## config.mk

```make
export PLATFORM = sky130hd
export DESIGN_NAME = frac_sad_accum
export DESIGN_NICKNAME = d
export VERILOG_FILES = /design/src/rtl/frac_sad_accum.sv
export SDC_FILE = /design/constraint.sdc
export NUM_CORES = 2
export LEC_CHECK = 0
export CORE_AREA = 2 2 482 484
export DETAILED_ROUTE_END_ITERATION = 6
export DIE_AREA = 0 0 484 486
export GPL_TIMING_DRIVEN = 0
export PLACE_DENSITY = 0.51
export REMOVE_ABC_BUFFERS = 1
export SLEW_MARGIN = 20
export SYNTH_ARGS = -nofsm -noshare
export SYNTH_HDL_FRONTEND = slang
export SYNTH_SLANG_ARGS = --single-unit
```

## constraint.sdc

```tcl
create_clock -name clk -period 9 [get_ports clk]
set_clock_uncertainty 0.1 [all_clocks]
set_input_delay 0.9 -clock clk [delete_from_list [all_inputs] [get_ports clk]]
set_output_delay 0.9 -clock clk [all_outputs]
set_load 0.02 [all_outputs]
```

## src/rtl/frac_sad_accum.sv

```systemverilog
// ============================================================================
//  Module      : frac_sad_accum
//  Description : Sequential SAD engine for fractional motion estimation.
//                Accumulates per-position line SADs over BLK_H lines, then
//                searches the N_POS totals for the minimum (ties -> lower idx)
//                and returns index + SAD over a valid/ready handshake.
//                Optional feature macro: FRAC_SAD_ALL_OUT_EN (adds out_sad_all).
//  Revision    : 1.0 - initial release
// ============================================================================
`default_nettype none

module frac_sad_accum #(
  parameter int PIX_W = 8,
  parameter int N_PIX = 6,
  parameter int N_POS = 25,
  parameter int BLK_H = 6,
  parameter int SAD_W = 14
) (
  input  logic                           clk,
  input  logic                           rst,
  input  logic                           in_valid,
  output logic                           in_ready,
  input  logic                           in_first,
  input  logic [N_POS*N_PIX*PIX_W-1:0]   diff_in,
  output logic                           out_valid,
  input  logic                           out_ready,
  output logic [$clog2(N_POS)-1:0]       out_best_idx,
  output logic [SAD_W-1:0]               out_best_sad,
  output logic                           drop_pulse
`ifdef FRAC_SAD_ALL_OUT_EN
  ,
  output logic [N_POS*SAD_W-1:0]         out_sad_all
`endif
);

  localparam int LSUM_W = PIX_W + $clog2(N_PIX);
  // One extra bit above the wider operand so the saturating add never wraps
  localparam int EXT_W  = ((SAD_W > LSUM_W) ? SAD_W : LSUM_W) + 1;
  localparam int IDX_W  = $clog2(N_POS);
  localparam int LC_W   = $clog2(BLK_H + 1);

  localparam logic [EXT_W-1:0] c_SAD_MAX = {{(EXT_W-SAD_W){1'b0}}, {SAD_W{1'b1}}};

  localparam logic [2:0] c_IDLE   = 3'd0;
  localparam logic [2:0] c_ACCUM  = 3'd1;
  localparam logic [2:0] c_DRAIN  = 3'd2;
  localparam logic [2:0] c_SEARCH = 3'd3;
  localparam logic [2:0] c_OUT    = 3'd4;

  logic [2:0]        r_state;
  logic [LC_W-1:0]   r_line_cnt;
  logic              r_drain;
  logic [IDX_W-1:0]  r_idx;
  logic [IDX_W-1:0]  r_best_idx;
  logic [SAD_W-1:0]  r_best_sad;
  logic              r_drop;

  logic              r_s1_valid;
  logic              r_s1_clear;
  logic [LSUM_W-1:0] r_line_sum [N_POS];
  logic [SAD_W-1:0]  r_acc      [N_POS];

  logic [LSUM_W-1:0] w_line_sum [N_POS];
  logic [EXT_W-1:0]  w_acc_sum  [N_POS];
  logic [SAD_W-1:0]  w_acc_next [N_POS];
  logic              w_accept;
  logic              w_take;
  logic [SAD_W-1:0]  w_cand;

  assign in_ready = (r_state == c_IDLE) || (r_state == c_ACCUM);
  assign w_accept = in_valid && in_ready;
  // A beat enters the datapath unless it is an orphan line seen in IDLE
  assign w_take   = w_accept && ((r_state != c_IDLE) || in_first);
  assign w_cand   = r_acc[r_idx];

  // Per-position line sum of N_PIX abs diffs
  always_comb begin
    for (int p = 0; p < N_POS; p++) begin
      w_line_sum[p] = '0;
      for (int k = 0; k < N_PIX; k++) begin
        w_line_sum[p] = w_line_sum[p] + LSUM_W'(diff_in[(p*N_PIX+k)*PIX_W +: PIX_W]);
      end
    end
  end

  // Saturating accumulate; a first-line beat restarts from zero
  always_comb begin
    for (int p = 0; p < N_POS; p++) begin
      w_acc_sum[p]  = (r_s1_clear ? '0 : EXT_W'(r_acc[p])) + EXT_W'(r_line_sum[p]);
      w_acc_next[p] = (w_acc_sum[p] > c_SAD_MAX) ? {SAD_W{1'b1}} : w_acc_sum[p][SAD_W-1:0];
    end
  end

  // Stage 1: register line sums of accepted beats
  always_ff @(posedge clk) begin
    if (rst) begin
      r_s1_valid <= 1'b0;
      r_s1_clear <= 1'b0;
      for (int p = 0; p < N_POS; p++) r_line_sum[p] <= '0;
    end else begin
      r_s1_valid <= w_take;
      if (w_take) begin
        r_s1_clear <= in_first;
        r_line_sum <= w_line_sum;
      end
    end
  end

  // Stage 2: update accumulators
  always_ff @(posedge clk) begin
    if (rst) begin
      for (int p = 0; p < N_POS; p++) r_acc[p] <= '0;
    end else if (r_s1_valid) begin
      r_acc <= w_acc_next;
    end
  end

  // Block control FSM, minimum search and drop pulse
  always_ff @(posedge clk) begin
    if (rst) begin
      r_state    <= c_IDLE;
      r_line_cnt <= '0;
      r_drain    <= 1'b0;
      r_idx      <= '0;
      r_best_idx <= '0;
      r_best_sad <= '0;
      r_drop     <= 1'b0;
    end else begin
      r_drop <= (r_state == c_IDLE) && in_valid && !in_first;
      case (r_state)
        c_IDLE, c_ACCUM: begin
          if (w_take) begin
            if (in_first) begin
              r_line_cnt <= LC_W'(1);
              if (BLK_H == 1) begin
                r_state <= c_DRAIN;
                r_drain <= 1'b0;
              end else begin
                r_state <= c_ACCUM;
              end
            end else if (r_line_cnt == LC_W'(BLK_H - 1)) begin
              r_state <= c_DRAIN;
              r_drain <= 1'b0;
            end else begin
              r_line_cnt <= r_line_cnt + LC_W'(1);
            end
          end
        end
        c_DRAIN: begin
          // Two cycles lets the last line clear both pipeline stages
          r_drain <= 1'b1;
          if (r_drain) begin
            r_state <= c_SEARCH;
            r_idx   <= '0;
          end
        end
        c_SEARCH: begin
          if ((r_idx == '0) || (w_cand < r_best_sad)) begin
            r_best_idx <= r_idx;
            r_best_sad <= w_cand;
          end
          if (r_idx == IDX_W'(N_POS - 1)) begin
            r_state <= c_OUT;
          end else begin
            r_idx <= r_idx + IDX_W'(1);
          end
        end
        c_OUT: begin
          if (out_ready) begin
            r_state <= c_IDLE;
          end
        end
        default: r_state <= c_IDLE;
      endcase
    end
  end

  assign out_valid    = (r_state == c_OUT);
  assign out_best_idx = r_best_idx;
  assign out_best_sad = r_best_sad;
  assign drop_pulse   = r_drop;

`ifdef FRAC_SAD_ALL_OUT_EN
  for (genvar p = 0; p < N_POS; p++) begin : g_sad_all
    assign out_sad_all[p*SAD_W +: SAD_W] = r_acc[p];
  end
`endif

endmodule

`default_nettype wire

```

==> out/summary.txt <==
most frequent cell on the critical path: buf_16
core outline area: 229000 sq um
Area contributors post-synth: fa_1 24%, dfxtp_1 19%, inv_1 11%
die height: 486 um
Die X: 484 um
YS warnings: 0
Synth Instances: 7930
power per cell area: 195 nW/um^2
Root Buffer: clkbuf_16
vias in the first global route: 58700
H-tree levels: 3
CP peak stage delay: 0.86 ns
CTS tree: yes
Port Buffer Count: 1226
routed vias/inst: 4.59
Lkg Pwr: 40.7 nW
Max Cap Viol: 0
largest fanout on the critical path: 60
drt pass-1 iters: 7
hpwl dp: 195000 um
Layout Nets: 11500
Row Count: 176
Worst-Skew Late Latency: 0.69 ns
EDFF count, synth: 0
non-filler cells in the finished layout: 12100
gr usage total: 19.4%
storage element area: 13200 sq um
filler instances: 23300
clock tree buffer depth: 3
Slew Limit Fails: 0
ys async rst share: 0%
Die ar.: 235000 sq um
Yosys top cell area share: 24.3%
global placer's final weighted congestion: 0.886
Num CTS Buffers: 87
DR WL/cell: 18.9 um
via count: 55600
top post-synthesis cells by count: 1956 x inv_1, 825 x fa_1, 659 x dfxtp_1
layout cell share with drive strength beyond 1: 3.99%
min-delay worst type: flop to flop
Post-route DRC: 0
IO Pins: 1227
Mean Syn Cell Area: 8.58 sq um
area occupied by multi-input gates: 46500 sq um
Final Hold Vio Count: 0
antenna violations before repair: 20
Final Critical Period: 5.33 ns
cell taking the most area after synthesis: fa_1
TritonCTS Sinks: 659
crit path launch type: flop
Overflow after GRT: 0
Yosys reg bits: 659
Slew HR: 29.6%
post-route clock period utilization: 59.2%
Hold Buf Count CTS: 0
Final Setup Violations: 0
pre-CTS setup slack: 3.31 ns
Seq/Total Area, Yosys: 19.4%
RSZ-0062 raised after global routing: no
iteration-0 DRC count of the detailed router: 2498
Final ANT Viol Nets: 0
Initial Util: 29.6%
count leader, synth: inv_1
Inst Count DP: 12000
setup ws final: 3.67 ns
Layout area overhead: 28.5%
Worst-Margin Slew: 1.05 ns
CP max stage cell: nor2b_1
cts repair resizes: 0
CP Class: flop to flop
first-pass GRT wire length: 350000 um
CP required: 9.50 ns
final WL: 230000 um
maximum vdd drop: 0.000133 V
Post-Syn Area: 68000 sq um
CP Cell Sequence: buf_16, buf_16, buf_16, buf_16, nor2b_1, ha_1, nor2b_1, o2111ai_1, and4_1, o31ai_1, nor2b_1, o21ai_0, mux2_2, a21oi_1
ys flop type: dfxtp_1
Worst EP arrival: 5.84 ns
Clk pin slew, worst setup/hold paths: 0.06 ns
status: completed
CP endpoint kind: flop
Unique masters post-synth: 76
f_max: 188 MHz
largest net degree at the start of global routing: 105
Post-CTS Setup Inserts: 0
[worst paths after layout]
path | startpoint | slack (ns) | depth (start not counted) | endpoint
max | r_s1_clear | 3.67 | 14 | r_acc[53]
min | r_line_sum[170] | 0.36 | 2 | r_line_sum[170]
max reg2reg | r_s1_clear | 3.67 | 14 | r_acc[53]
min reg2reg | r_line_sum[170] | 0.36 | 2 | r_line_sum[170]
[cells in the final DEF, fill, tap and decap left out, drive strengths merged, types with 164 or more instances in the layout]
cell type,n
a211oi,329
a21o,164
a21oi,547
clkdlybuf4s50,1225
dfxtp,659
fa,825
ha,492
inv,1963
nand2,521
nor2,517
nor2b,327
o21ai,167
xnor2,211
[final cells by class]
cell class	instances	area share (%)
antenna	15	0.0430
clock buffer	121	2.85
clock inverter	33	0.527
inverter	1959	8.42
multi-input combinational	5038	53.2
sequential	659	15.1
tap	3026	4.33
timing repair buffer	1279	15.5
[flip-flops by register name, summed over array words and instances (netlist names)]
| signal | cells |
|---|---|
| drop_pulse | 1 |
| out_best_idx | 5 |
| out_best_sad | 14 |
| r_acc | 350 |
| r_drain | 1 |
| r_idx | 5 |
| r_line_cnt | 3 |
| r_line_sum | 275 |
| r_s1_clear | 1 |
| r_s1_valid | 1 |
| r_state | 3 |
[logic make-up (layout without fill, tap and decap cells)]
kind of cell / Yosys count / after routing / share of synthesized area (%)
flip-flops: 659 / 659 / 19.4
AND/OR/NAND/NOR: 1656 / 1656 / 11.4
multiplexers: 155 / 155 / 4.11
other: 0 / 15 / 0
AO/OA/AOI/OAI: 1549 / 1549 / 14.7
buffers and inverters: 2233 / 3392 / 12.4
XOR/XNOR: 361 / 361 / 4.65
adder cells (fa/ha/maj): 1317 / 1317 / 33.3
[power breakdown]
part           total (W)  switching, W  internal, W  leakage (nW)
clock            0.00366       0.00147      0.00219          1.44
combinational    0.00950       0.00511      0.00439          33.9
sequential       0.00391      0.000483      0.00343          5.38
[critical path, delay by kind of cell, from the launching register on]
family | cells | cell delay, ns
buffers and inverters | 4 | 1.18
adder cells (fa/ha/maj) | 1 | 0.31
AO/OA/AOI/OAI | 4 | 0.98
flip-flops | 1 | 0.84
AND/OR/NAND/NOR | 4 | 1.42
multiplexers | 1 | 0.29
[layer usage]
metal / vias to the layer above / wire (um) / share of wire (%) / global-route usage [%]
met3: 190 / 9430 / 4.1 / 2.62
met4: 2 / 6130 / 2.7 / 4.89
li1: 27400 / - / - / -
met2: 1194 / 114000 / 50 / 34.2
met5: - / 11 / 0.0048 / 0
met1: 26900 / 100000 / 44 / 24.8
[metrics by stage]
stage               TNS (ns)  util (%)  hold slack (ns)  area (sq um)  total power [W]
global route               0      38.1            0.375         87400           0.0188
global placement    -8239.32      36.2            0.349         83000           0.0138
CTS                        0      38.1            0.360         87400           0.0174
detailed placement         0      36.8            0.352         84400           0.0136
floorplan            -589.93         -            0.330         66900           0.0105
finish                     0      38.1            0.358         87400           0.0171
Note: power is estimated with default switching activity, not from simulation.
